File: src/rtl/relu_share_arb.sv
// Two-requester arbiter sharing one pipelined ReLU unit. Grants whole bursts round-robin
// and routes each result back to the requester that issued it using a latency-matched tag pipe.
module relu_share_arb #(
  parameter int unsigned DATA_WIDTH = 16,
  parameter int unsigned RELU_LAT   = 1,
  parameter int unsigned MAX_BURST  = 64
) (
  input  logic                  clk,
  input  logic                  rst,
  input  logic [DATA_WIDTH-1:0] req0_data,
  input  logic                  req0_valid,
  input  logic                  req0_last,
  output logic                  req0_ready,
  input  logic [DATA_WIDTH-1:0] req1_data,
  input  logic                  req1_valid,
  input  logic                  req1_last,
  output logic                  req1_ready,
  output logic [DATA_WIDTH-1:0] relu_in_data,
  output logic                  relu_in_valid,
  input  logic [DATA_WIDTH-1:0] relu_out_data,
  input  logic                  relu_out_valid,
  output logic [DATA_WIDTH-1:0] out0_data,
  output logic                  out0_valid,
  output logic [DATA_WIDTH-1:0] out1_data,
  output logic                  out1_valid,
  output logic [1:0]            owner,
  output logic                  err_overrun,
  output logic                  err_sync
);

  localparam int unsigned CntW = $clog2(MAX_BURST + 1);

  typedef enum logic [1:0] {
    StIdle   = 2'b00,
    StGrant0 = 2'b01,
    StGrant1 = 2'b10
  } state_e;

  state_e            state_q, state_d;
  logic              last_served_q, last_served_d;
  logic [CntW-1:0]   beat_cnt_q, beat_cnt_d;
  logic              err_overrun_q, err_overrun_d;
  logic              err_sync_q, err_sync_d;
  // Each tag entry is {valid, owner}; owner 1 means requester 1.
  logic [1:0]        tag_q [RELU_LAT];

  logic              cur_last;
  logic              tail_valid;
  logic              tail_owner;
  logic              route;

  always_ff @(posedge clk) begin
    if (rst) begin
      state_q       <= StIdle;
      last_served_q <= 1'b1;
      beat_cnt_q    <= '0;
      err_overrun_q <= 1'b0;
      err_sync_q    <= 1'b0;
      for (int unsigned i = 0; i < RELU_LAT; i++) begin
        tag_q[i] <= 2'b00;
      end
    end else begin
      state_q       <= state_d;
      last_served_q <= last_served_d;
      beat_cnt_q    <= beat_cnt_d;
      err_overrun_q <= err_overrun_d;
      err_sync_q    <= err_sync_d;
      tag_q[0]      <= {relu_in_valid, req1_ready};
      for (int unsigned i = 1; i < RELU_LAT; i++) begin
        tag_q[i] <= tag_q[i-1];
      end
    end
  end

  always_comb begin
    state_d       = state_q;
    last_served_d = last_served_q;
    beat_cnt_d    = beat_cnt_q;
    err_overrun_d = err_overrun_q;
    err_sync_d    = err_sync_q | (relu_out_valid != tail_valid);
    cur_last      = (state_q == StGrant1) ? req1_last : req0_last;
    unique case (state_q)
      StIdle: begin
        beat_cnt_d = '0;
        if (req0_valid && (!req1_valid || last_served_q)) begin
          state_d = StGrant0;
        end else if (req1_valid) begin
          state_d = StGrant1;
        end
      end
      StGrant0, StGrant1: begin
        if (relu_in_valid) begin
          if (cur_last) begin
            state_d       = StIdle;
            last_served_d = (state_q == StGrant1);
          end else if (beat_cnt_q + CntW'(1) == CntW'(MAX_BURST)) begin
            // Burst ran too long without a last beat: force rearbitration.
            state_d       = StIdle;
            last_served_d = (state_q == StGrant1);
            err_overrun_d = 1'b1;
          end else begin
            beat_cnt_d = beat_cnt_q + CntW'(1);
          end
        end
      end
      default: state_d = StIdle;
    endcase
  end

  // Outputs are also gated by rst so nothing leaks out during a reset cycle.
  always_comb begin
    req0_ready    = (state_q == StGrant0) && !rst;
    req1_ready    = (state_q == StGrant1) && !rst;
    relu_in_valid = (req0_ready && req0_valid) || (req1_ready && req1_valid);
    relu_in_data  = '0;
    if (relu_in_valid) begin
      relu_in_data = req1_ready ? req1_data : req0_data;
    end
    tail_valid = tag_q[RELU_LAT-1][1];
    tail_owner = tag_q[RELU_LAT-1][0];
    route      = tail_valid && relu_out_valid && !rst;
    out0_valid = route && !tail_owner;
    out1_valid = route && tail_owner;
    out0_data  = out0_valid ? relu_out_data : '0;
    out1_data  = out1_valid ? relu_out_data : '0;
    owner       = state_q;
    err_overrun = err_overrun_q;
    err_sync    = err_sync_q;
  end

endmodule

File: config.mk
export PLATFORM = sky130hd
export DESIGN_NAME = relu_share_arb
export DESIGN_NICKNAME = d
export VERILOG_FILES = /design/src/rtl/relu_share_arb.sv
export SDC_FILE = /design/constraint.sdc
export NUM_CORES = 1
export LEC_CHECK = 0
export BUFFER_PORTS_ARGS = -buffer_cell sky130_fd_sc_hd__buf_2
export CAP_MARGIN = 20
export CORE_ASPECT_RATIO = 1.2
export CORE_MARGIN = 8
export CORE_UTILIZATION = 42
export CTS_BUF_LIST = sky130_fd_sc_hd__clkbuf_8
export DETAILED_ROUTE_END_ITERATION = 6
export PLACE_DENSITY = 0.86
export SYNTH_ARGS = -nofsm -noshare
export SYNTH_HDL_FRONTEND = slang
export SYNTH_SLANG_ARGS = --single-unit
export TNS_END_PERCENT = 30
File: constraint.sdc
create_clock -name clk -period 5.7 [get_ports clk]
set_input_delay 1.425 -clock clk [delete_from_list [all_inputs] [get_ports clk]]
set_output_delay 1.425 -clock clk [all_outputs]
set_load 0.005 [all_outputs]
==> summary.md <==
| Metric | Value |
|---|---|
| Status | `finished, final reports clean` |
| Slew Limit Fails | `0` |
| EDFF count, synth | `0` |
| Final Cycle Share | `0.8138` |
| Clock-pin slew on the worst setup and hold paths | `~0.060 ns` |
| Max capacitance violation total | `0` |
| Power Density | `roughly 230 mW/mm²` |
| Clock buffer count from CTS | `3` |
| WP buf/inv | `4` |
| Critical path launch point | `rst` |
| Setup violators final | `0` |
| Sequential element share of the synthesized area | `0.2207` |
| Post-synth cell types | `38` |
| Initial antenna violation count | `0` |
| Num Clock Sinks | `14` |
| Reg power frac | `0.270` |
| WP data arrival | `3.21 ns` |
| Crit path largest cell delay | `0.51 ns` |
| Area of the multi-input gates | `around 910 µm²` |
| CTS tree | `done` |
| RSZ-0062 raised after global routing | `false` |
| ANT cells | `0` |
| Maximum VDD drop | `about 200 µV` |
| Cell count after synthesis | `between 150 and 200` |
| Combinational Power Share | `0.498` |
| Initial core utilization | `0.4272` |
| Detailed Route WL | `~4500 µm` |
| Post-synthesis cell area | `around 0.0013 mm²` |
| Synth Register Bits | `14` |
| Fin. Hold Viols | `0` |
| Post-layout util | `0.6364` |
| Origin of the critical flop-to-flop path | `owner[0]$_SDFFE_PP0P_` |
| Router iterations before antenna repair | `4` |
| Number of global-route vias before repair | `around 1700` |
| Core area | `0.002973 mm²` |
| CP Capture Type | `output pin` |
| Max Freq | `~220 MHz` |
| Setup Buffers After CTS | `0` |
| WL per Instance | `roughly 14 µm` |
| Final nets | `350` |
| Antenna-violating nets left | `0` |
| Critical Path RT | `about 4.3 ns` |
| Psw | `~0.00017 W` |
| Share of layout cells above drive strength 1 | `0.4221` |
| CP delay by family, top | `buffers and inverters` |
| I/O pin cnt | `around 110` |
| Synth Flop Type | `dfxtp_1` |
| Finished Cell Area | `approximately 0.0019 mm²` |
| Root buf cell | `clkbuf_8` |
| Setup TNS | `0 ns` |
| Largest net degree at the start of global routing | `20` |
| GR Overflow Total | `0` |
| Fill count | `about 280` |
| Clock skew | `0.006887 ns` |
| Die area | `roughly 0.0050 mm²` |
| Setup crit start kind | `input pin` |
| Clk pwr share | `0.233` |
| Avg Vias per Cell | `about 5.0` |
| Die H | `76.24 µm` |
| CP max-delay cell | `clkinv_1` |
| Avg Inst Size Synth | `6.978 µm²` |
| Async S/R FF share, synth | `0` |
| Area Growth Syn to Fin | `48.97%` |
| Worst slew pin tran | `~0.64 ns` |
| Gp weighted congestion | `~0.87` |
| Post-cts resize count | `0` |
| P_leak | `roughly 1.1 nW` |
| Most common cell after layout, fill and taps aside | `buf_2` |
| Hpwl dp | `about 3700 µm` |
| Worst hold path class | `reg2reg` |
| GR Util All Layers | `0.1682` |
| Max Root-Sink Buffers | `2` |
| Hold buffer count at cts | `0` |
| Post-DP Area | `approximately 0.0018 mm²` |
| Worst setup path class | `in2out` |
| Commonest non-fill, non-tap cells in the layout | `111 x buf_2, 39 x nand2_1, 32 x and2_1, 22 x a21oi_1, 14 x dfxtp_1` |
| FF/Latch Area | `280.3 µm²` |
| Syn_nets | `242` |
| Worst-path fanout max | `18` |
| First-pass GRT wire length | `approximately 7100 µm` |
| DR vias | `between 1500 and 2000` |
| Worst slew margin | `0.5761` |
| IO buf count | `approximately 110` |
| Switching Fraction | `0.3912` |
| Starting DRT DRC Count | `47` |
| Drt drc | `0` |
| Worst Hold Launch | `err_sync$_SDFF_PP0_` |
| Min Tclk post-route | `4.639 ns` |
| Pint | `~0.00026 W` |
| Crit path cell chain | `buf_2, inv_1, nand2_1, clkinv_1, nand2_1, a21oi_1, buf_2` |
| Die width | `about 66 µm` |
| Synth warnings | `0` |
| Rows | `22` |
| H-tree levels | `1` |
| Insertion delay to the later sink of the worst-skew pair | `0.25 ns` |
cell type report:
class | instances | share of cell area
clock buffer | 4 | 0.02910
inverter | 10 | 0.01984
multi-input combinational | 149 | 0.4815
sequential | 14 | 0.1481
tap | 36 | 0.02381
timing repair buffer | 112 | 0.2976
through the flow:
step	power (W)	worst slack [ns]	hold WS (ns)	cells
3_5_place_dp	0.0003306	1.061	0.4517	321
5_1_grt	0.0004586	0.8302	0.5023	325
3_3_place_gp	0.0003231	1.093	0.4606	321
4_1_cts	0.0004300	1.049	0.4732	325
6_report	0.0004269	1.061	0.4715	325
2_1_floorplan	0.0002579	1.893	0.4560	182
routing by layer:
| metal | vias to the layer above | track usage | share of wire |
|---|---|---|---|
| met1 | 720 | 0.1668 | 0.39 |
| met2 | 75 | 0.3107 | 0.51 |
| met3 | 6 | 0.05588 | 0.078 |
| met4 | 0 | 0.05139 | 0.012 |
| met5 | - | 0 | 0 |
| li1 | 836 | - | - |
sequential cells by signal (all words and copies together) (netlist names):
name and flops:
last_served_q 1, err_sync 1, owner 2, tag_q 2
err_overrun 1, beat_cnt_q 7
path summary, 6_finish.rpt:
check | to | slack [ns] | cells after the start
setup / recovery | relu_in_data[1] | 1.06 | 7
hold / removal | err_sync$_SDFF_PP0_ | 0.47 | 2
setup reg to reg | owner[0]$_SDFFE_PP0P_ | 3.24 | 7
hold reg to reg | err_sync$_SDFF_PP0_ | 0.47 | 2
cell usage after synthesis, types with 2 or more instances:
library cell | number | share of area
clkbuf_1 | 7 | 0.021
inv_1 | 9 | 0.027
nand2b_1 | 2 | 0.0099
dfxtp_1 | 14 | 0.22
ha_1 | 5 | 0.049
o21a_1 | 3 | 0.018
nor2b_1 | 2 | 0.0099
and2_1 | 32 | 0.16
o2111ai_1 | 2 | 0.014
nand3_1 | 4 | 0.016
o21ai_0 | 3 | 0.012
nand2_1 | 39 | 0.12
a311oi_1 | 4 | 0.028
a21oi_1 | 22 | 0.087
nor2_1 | 7 | 0.021
o211ai_1 | 2 | 0.012
and3_1 | 4 | 0.020
cell families after synthesis:
logic type / count (synthesis) / synth area share
AOI/OAI and AO/OA: 45 / 0.2512
adders and majority gates: 5 / 0.04926
buffers and inverters: 19 / 0.06206
DFF: 14 / 0.2207
muxes: 1 / 0.008866
and+or+nand+nor: 98 / 0.4079
worst min-delay path, delay by kind of cell (launching register included):
family | cells | cell delay (ns)
flip-flops | 1 | 0.31
AND/OR/NAND/NOR | 2 | 0.12
power groups by stage:
stage,sequential (W),combinational (W),clock [W]
finish,0.000115,0.000213,0.0000993
global route,0.000117,0.000237,0.000105
CTS,0.000115,0.000214,0.000101
detailed placement,0.000117,0.000213,0
global placement,0.000117,0.000207,0
floorplan,0.000117,0.000141,0
(Power assumes the default switching activity.)
